## src/rtl/ifq_pkg.sv

```systemverilog
// Shared definitions for the instruction fetch queue.
// Contents: the NOP encoding, default payload widths and a ceiling-log2 helper
// used to size the queue's pointers.
package ifq_pkg;

    // sll $0,$0,0 -- the word decode sees when the queue is empty
    localparam logic [31:0] IFQ_NOP = 32'h0000_0000;

    localparam int unsigned IFQ_DATA_W = 32;
    localparam int unsigned IFQ_PC_W   = 32;

    // Ceiling log2, with a minimum result of 1 so a pointer is never zero-width
    function automatic int unsigned clog2(input int unsigned value);
        int unsigned result;
        int unsigned span;
        result = 0;
        span   = 1;
        while (span < value) begin
            span   = span << 1;
            result = result + 1;
        end
        if (result == 0) begin
            result = 1;
        end
        return result;
    endfunction

endpackage

```

## src/rtl/ifq_ptr.sv

```systemverilog
// Wrapping queue pointer.
// Ports:
//   clk   - clock, rising edge
//   reset - asynchronous, active-high; pointer to 0
//   clr   - synchronous clear, takes priority over inc
//   inc   - advance by one, wrapping naturally at 2**W
//   ptr   - current pointer value
module ifq_ptr #(
    parameter int unsigned W = 2
) (
    input  logic         clk,
    input  logic         reset,
    input  logic         clr,
    input  logic         inc,
    output logic [W-1:0] ptr
);

    // Power-of-two depth lets the pointer wrap by plain overflow
    always_ff @(posedge clk or posedge reset) begin
        if (reset) begin
            ptr <= '0;
        end else if (clr) begin
            ptr <= '0;
        end else if (inc) begin
            ptr <= ptr + W'(1);
        end
    end

endmodule

```

## src/rtl/instr_fetch_queue.sv

```systemverilog
// Instruction fetch queue between instruction memory and decode.
// Stores up to DEPTH instructions tagged with their PC; the oldest entry is
// presented first-word-fall-through. A flush empties the queue in one cycle.
// Ports:
//   clk, reset           - clock (rising edge), async active-high reset
//   flush                - synchronous discard of every entry
//   push_valid/ready     - fetch-side handshake; push_instr/push_pc payload
//   pop_valid/ready      - decode-side handshake; pop_instr/pop_pc head payload
//   count, full, empty   - occupancy status
module instr_fetch_queue
    import ifq_pkg::*;
#(
    parameter int unsigned DATA_W = IFQ_DATA_W,
    parameter int unsigned PC_W   = IFQ_PC_W,
    parameter int unsigned DEPTH  = 4,
    parameter int unsigned CNT_W  = $clog2(DEPTH) + 1
) (
    input  logic              clk,
    input  logic              reset,
    input  logic              flush,
    input  logic              push_valid,
    output logic              push_ready,
    input  logic [DATA_W-1:0] push_instr,
    input  logic [PC_W-1:0]   push_pc,
    output logic              pop_valid,
    input  logic              pop_ready,
    output logic [DATA_W-1:0] pop_instr,
    output logic [PC_W-1:0]   pop_pc,
    output logic [CNT_W-1:0]  count,
    output logic              full,
    output logic              empty
);

    localparam int unsigned PTR_W = clog2(DEPTH);

    logic [DATA_W-1:0] mem_instr [DEPTH];
    logic [PC_W-1:0]   mem_pc    [DEPTH];
    logic [PTR_W-1:0]  wr_ptr;
    logic [PTR_W-1:0]  rd_ptr;
    logic              push_fire;
    logic              pop_fire;

    // Status comes from the count register, never from pointer equality
    assign full       = (count == CNT_W'(DEPTH));
    assign empty      = (count == '0);
    assign push_ready = !full;
    assign pop_valid  = !empty;

    assign push_fire = push_valid && push_ready;
    assign pop_fire  = pop_valid && pop_ready;

    // Head is masked to NOP/0 while empty, so reset clears it without an edge
    assign pop_instr = empty ? DATA_W'(IFQ_NOP) : mem_instr[rd_ptr];
    assign pop_pc    = empty ? '0 : mem_pc[rd_ptr];

    ifq_ptr #(.W(PTR_W)) u_wr_ptr (
        .clk   (clk),
        .reset (reset),
        .clr   (flush),
        .inc   (push_fire),
        .ptr   (wr_ptr)
    );

    ifq_ptr #(.W(PTR_W)) u_rd_ptr (
        .clk   (clk),
        .reset (reset),
        .clr   (flush),
        .inc   (pop_fire),
        .ptr   (rd_ptr)
    );

    // Storage is deliberately not reset; the count masks stale contents
    always_ff @(posedge clk) begin
        if (push_fire && !flush) begin
            mem_instr[wr_ptr] <= push_instr;
            mem_pc[wr_ptr]    <= push_pc;
        end
    end

    // Occupancy; handshakes guarantee it stays within 0..DEPTH
    always_ff @(posedge clk or posedge reset) begin
        if (reset) begin
            count <= '0;
        end else if (flush) begin
            count <= '0;
        end else begin
            count <= count + CNT_W'(push_fire) - CNT_W'(pop_fire);
        end
    end

endmodule

```

## config.mk

```make
export PLATFORM = sky130hd
export DESIGN_NAME = instr_fetch_queue
export DESIGN_NICKNAME = d
export VERILOG_FILES = /design/src/rtl/ifq_pkg.sv /design/src/rtl/ifq_ptr.sv /design/src/rtl/instr_fetch_queue.sv
export SDC_FILE = /design/constraint.sdc
export NUM_CORES = 1
export LEC_CHECK = 0
export ABC_AREA = 1
export CORE_UTILIZATION = 52
export CTS_BUF_LIST = sky130_fd_sc_hd__clkbuf_2 sky130_fd_sc_hd__clkbuf_4 sky130_fd_sc_hd__clkbuf_8
export CTS_CLUSTER_DIAMETER = 50
export CTS_CLUSTER_SIZE = 20
export DETAILED_ROUTE_END_ITERATION = 10
export PLACE_DENSITY = 0.86
export SETUP_SLACK_MARGIN = 0.3
export SYNTH_ARGS = -nofsm -noshare
export SYNTH_HDL_FRONTEND = slang
export SYNTH_SLANG_ARGS = --single-unit
export TNS_END_PERCENT = 10
```

## constraint.sdc

```tcl
create_clock -name clk -period 4.15 [get_ports clk]
set_input_delay 0.415 -clock clk [delete_from_list [all_inputs] [get_ports clk]]
set_output_delay 0.415 -clock clk [all_outputs]
set_load 0.01 [all_outputs]
```

==> flow_metrics.tcl <==
set metrics [dict create \
    wirelength_mm 22.70 \
    fin_area_sq_um 13100 \
    synth.largest_area_cell "edfxtp_1" \
    cp.required_ps 3730 \
    drcViolationCount 0 \
    coreArea_sq_um 20960 \
    dpl-instance-area_sq_um 12670 \
    cts-root-buf "clkbuf_8" \
    synth_cell_types 19 \
    status "completed" \
    netlist_top_cells_area "edfxtp_1 69%, nand2_1 13%, inv_1 4.9%, nand3_1 3.2%, a21oi_1 2.9%" \
    rsz0062_at_grt "no" \
    synth_seq_cells 263 \
    die_w_um 148.1 \
    drt_iter0_drc 514 \
    hold_viol 0 \
    dp_hpwl_mm 13.26 \
    grt-ovfl-total 0 \
    avgSynthCellArea_sq_um 10.96 \
    synth-edff-count 256 \
    maxCapViolations 0 \
    powerDensity_nw_per_um2 572.5 \
    h-tree-depth 1 \
    area_growth_syn_to_layout_pct 18.11 \
    fin_hold_ws_ps 148.9 \
    drive_gt1_share_pct 5.208 \
    p_leak_nw 5.313 \
    final_nets 1213 \
    clock_skew_ps 28.36 \
    antenna_found_initial 1 \
    setup_viol 0 \
    dieArea_sq_um 21920 \
    port_buffers 139 \
    dp_cells 1389 \
    fin_crit_ps 3557 \
    fin_cells 1429 \
    grt_usage_pct 20.80 \
    crit_path_end_kind "output pin" \
    tritoncts "built" \
    max-slew-margin-rel_pct 43.19 \
    synthArstFlopShare_pct 2.662 \
    seq_area_frac_synth_pct 70.87 \
    yosys_most_used_dff "edfxtp_1" \
    clock_latency_ps 540 \
    worstHoldPathType "in -> async" \
    via_per_inst 5.069 \
    avgRoutedWirePerCell_um 15.89 \
    netlist_top_cells_count "393 x nand2_1, 256 x edfxtp_1, 144 x inv_1" \
    fin_crit_sh_pct 85.70 \
    start_kind "register" \
    comb_power_share_pct 38.4 \
    die_y_um 148.1 \
    gp_congestion 0.7550 \
    grt_max_degree 69 \
    drtPass1Iterations 5 \
    initial_core_util_pct 52.94 \
    power.internal_mw 4.924 \
    synth_top_area_share_pct 69.29 \
    synth_most_common_cell "nand2_1" \
    cp_max_fo 65 \
    ant_nets 0 \
    p_clk_share_pct 18.8 \
    worst_pin_slew_ps 852.1 \
    synth_cells 1012 \
    post_cts_buffers 0 \
    cts_num_sinks 263 \
    syn-cell-area_sq_um 11090 \
    fin_setup_tns_ps 0 \
    power_frac_seq_pct 42.8 \
    grt_pass1_vias 7220 \
    crit_arrival_ps 3140 \
    vias 7244 \
    clkTransAtPathRegs_ps 110 \
    switchingPower_mw 2.579 \
    grt_pass1_wl_mm 35.33 \
    yosys_warnings 0 \
    final_max_slew_viol_count 0 \
    cts-buffers-inserted 21 \
    clk_path_buf_depth 3 \
    vdd_drop_max_mv 0.5033 \
    syn-num-nets 1088 \
    criticalPathCategory "reg -> out" \
    switching_share_pct 34.37 \
    io_pins 140 \
    max_clock_freq_mhz 281.2 \
    rows 53 \
]
## registers in the layout, summed over array words and instances (netlist names)
name,flops
count,3
mem_instr,128
mem_pc,128
u_rd_ptr.ptr,2
u_wr_ptr.ptr,2
## worst max-delay path, stage by stage (launching register included)
cell and delay [ps]:
dfrtp_4 760, inv_4 340, buf_4 450, nand2_1 110, nand2_1 80, nand2_1 60, a21oi_1 220, clkdlybuf4s50_1 570
## layer usage
| layer | vias up | GRT usage (%) | part of all wire [%] |
|---|---|---|---|
| met5 | - | 0 | 0.062 |
| met3 | 33 | 3.773 | 7.3 |
| met2 | 249 | 36.95 | 52 |
| met1 | 3441 | 25.58 | 39 |
| li1 | 3519 | - | - |
| met4 | 2 | 7.062 | 1.7 |
## final cells by class
| cell class | instances | area, sq um |
|---|---|---|
| diodes | 2 | 5.005 |
| clock buffers | 25 | 325.3 |
| clock inverters | 13 | 98.84 |
| fillers | 1626 | 7851 |
| inverters | 148 | 558.0 |
| multi-input cells | 551 | 2350 |
| flip-flops and latches | 263 | 7868 |
| well taps | 275 | 344.1 |
| repair buffers | 152 | 1555 |
## layout by cell type (no fill, tap or decap), drive strengths merged
cell	count
a21oi	65
buf	13
clkbuf	25
clkdlybuf4s50	139
clkinv	8
clkinvlp	2
dfrtp	7
diode	2
edfxtp	256
fa	1
ha	6
inv	151
nand2	394
nand3	71
nand4	4
nor2	10
## logic make-up after synthesis
kind of cell,after synthesis,synth area share (%)
flip-flops,263,70.87
AO/OA/AOI/OAI,65,2.932
buffers and inverters,198,8.222
adder cells (fa/ha/maj),7,0.8571
AND/OR/NAND/NOR,479,17.12
## power groups by stage
| stage | sequential [mW] | combinational (mW) | clock, mW |
|---|---|---|---|
| 2_1_floorplan | 3.21 | 1.62 | 0 |
| 3_3_place_gp | 3.26 | 2.83 | 0 |
| 3_5_place_dp | 3.27 | 2.88 | 0 |
| 4_1_cts | 3.21 | 2.90 | 1.43 |
| 5_1_grt | 3.23 | 3.14 | 1.55 |
| 6_report | 3.21 | 2.88 | 1.41 |
## repair_timing
item | 4_1_cts | 5_1_grt
hold buffers | 0 | 0
endpoints found under the hold margin | 0 | 0
resized for setup | 0 | 1
endpoints found under the setup margin | 0 | 7
## per-stage QoR
| step | worst slack [ps] | utilization [%] | power, mW |
|---|---|---|---|
| after detailed placement | 1020 | 60.47 | 6.151 |
| after CTS | 430.5 | 62.49 | 7.545 |
| after global placement | 1029 | 60.47 | 6.091 |
| after floorplan | 90.90 | - | 4.836 |
| after global routing | 318.2 | 62.51 | 7.919 |
| final | 593.3 | 62.53 | 7.502 |
## path summary, 6_finish.rpt
| path | cells after the start | start | slack, ps | to |
|---|---|---|---|---|
| min in group clk | 2 | flush | 480 | count[1]$_DFF_PP0_ |
| setup / recovery | 7 | u_rd_ptr.ptr[0]$_DFFE_PP0P_ | 590 | pop_instr[18] |
| hold reg to reg | 2 | u_wr_ptr.ptr[1]$_DFFE_PP0P_ | 570 | u_wr_ptr.ptr[1]$_DFFE_PP0P_ |
| setup reg to reg | 5 | count[0]$_DFF_PP0_ | 1820 | mem_pc[0][3]$_DFFE_PP_ |
| hold / removal | 2 | reset | 150 | u_wr_ptr.ptr[1]$_DFFE_PP0P_ |
| max in group asynchronous | 2 | reset | 3730 | u_rd_ptr.ptr[0]$_DFFE_PP0P_ |
No activity file was read; power rests on OpenSTA's default activity.
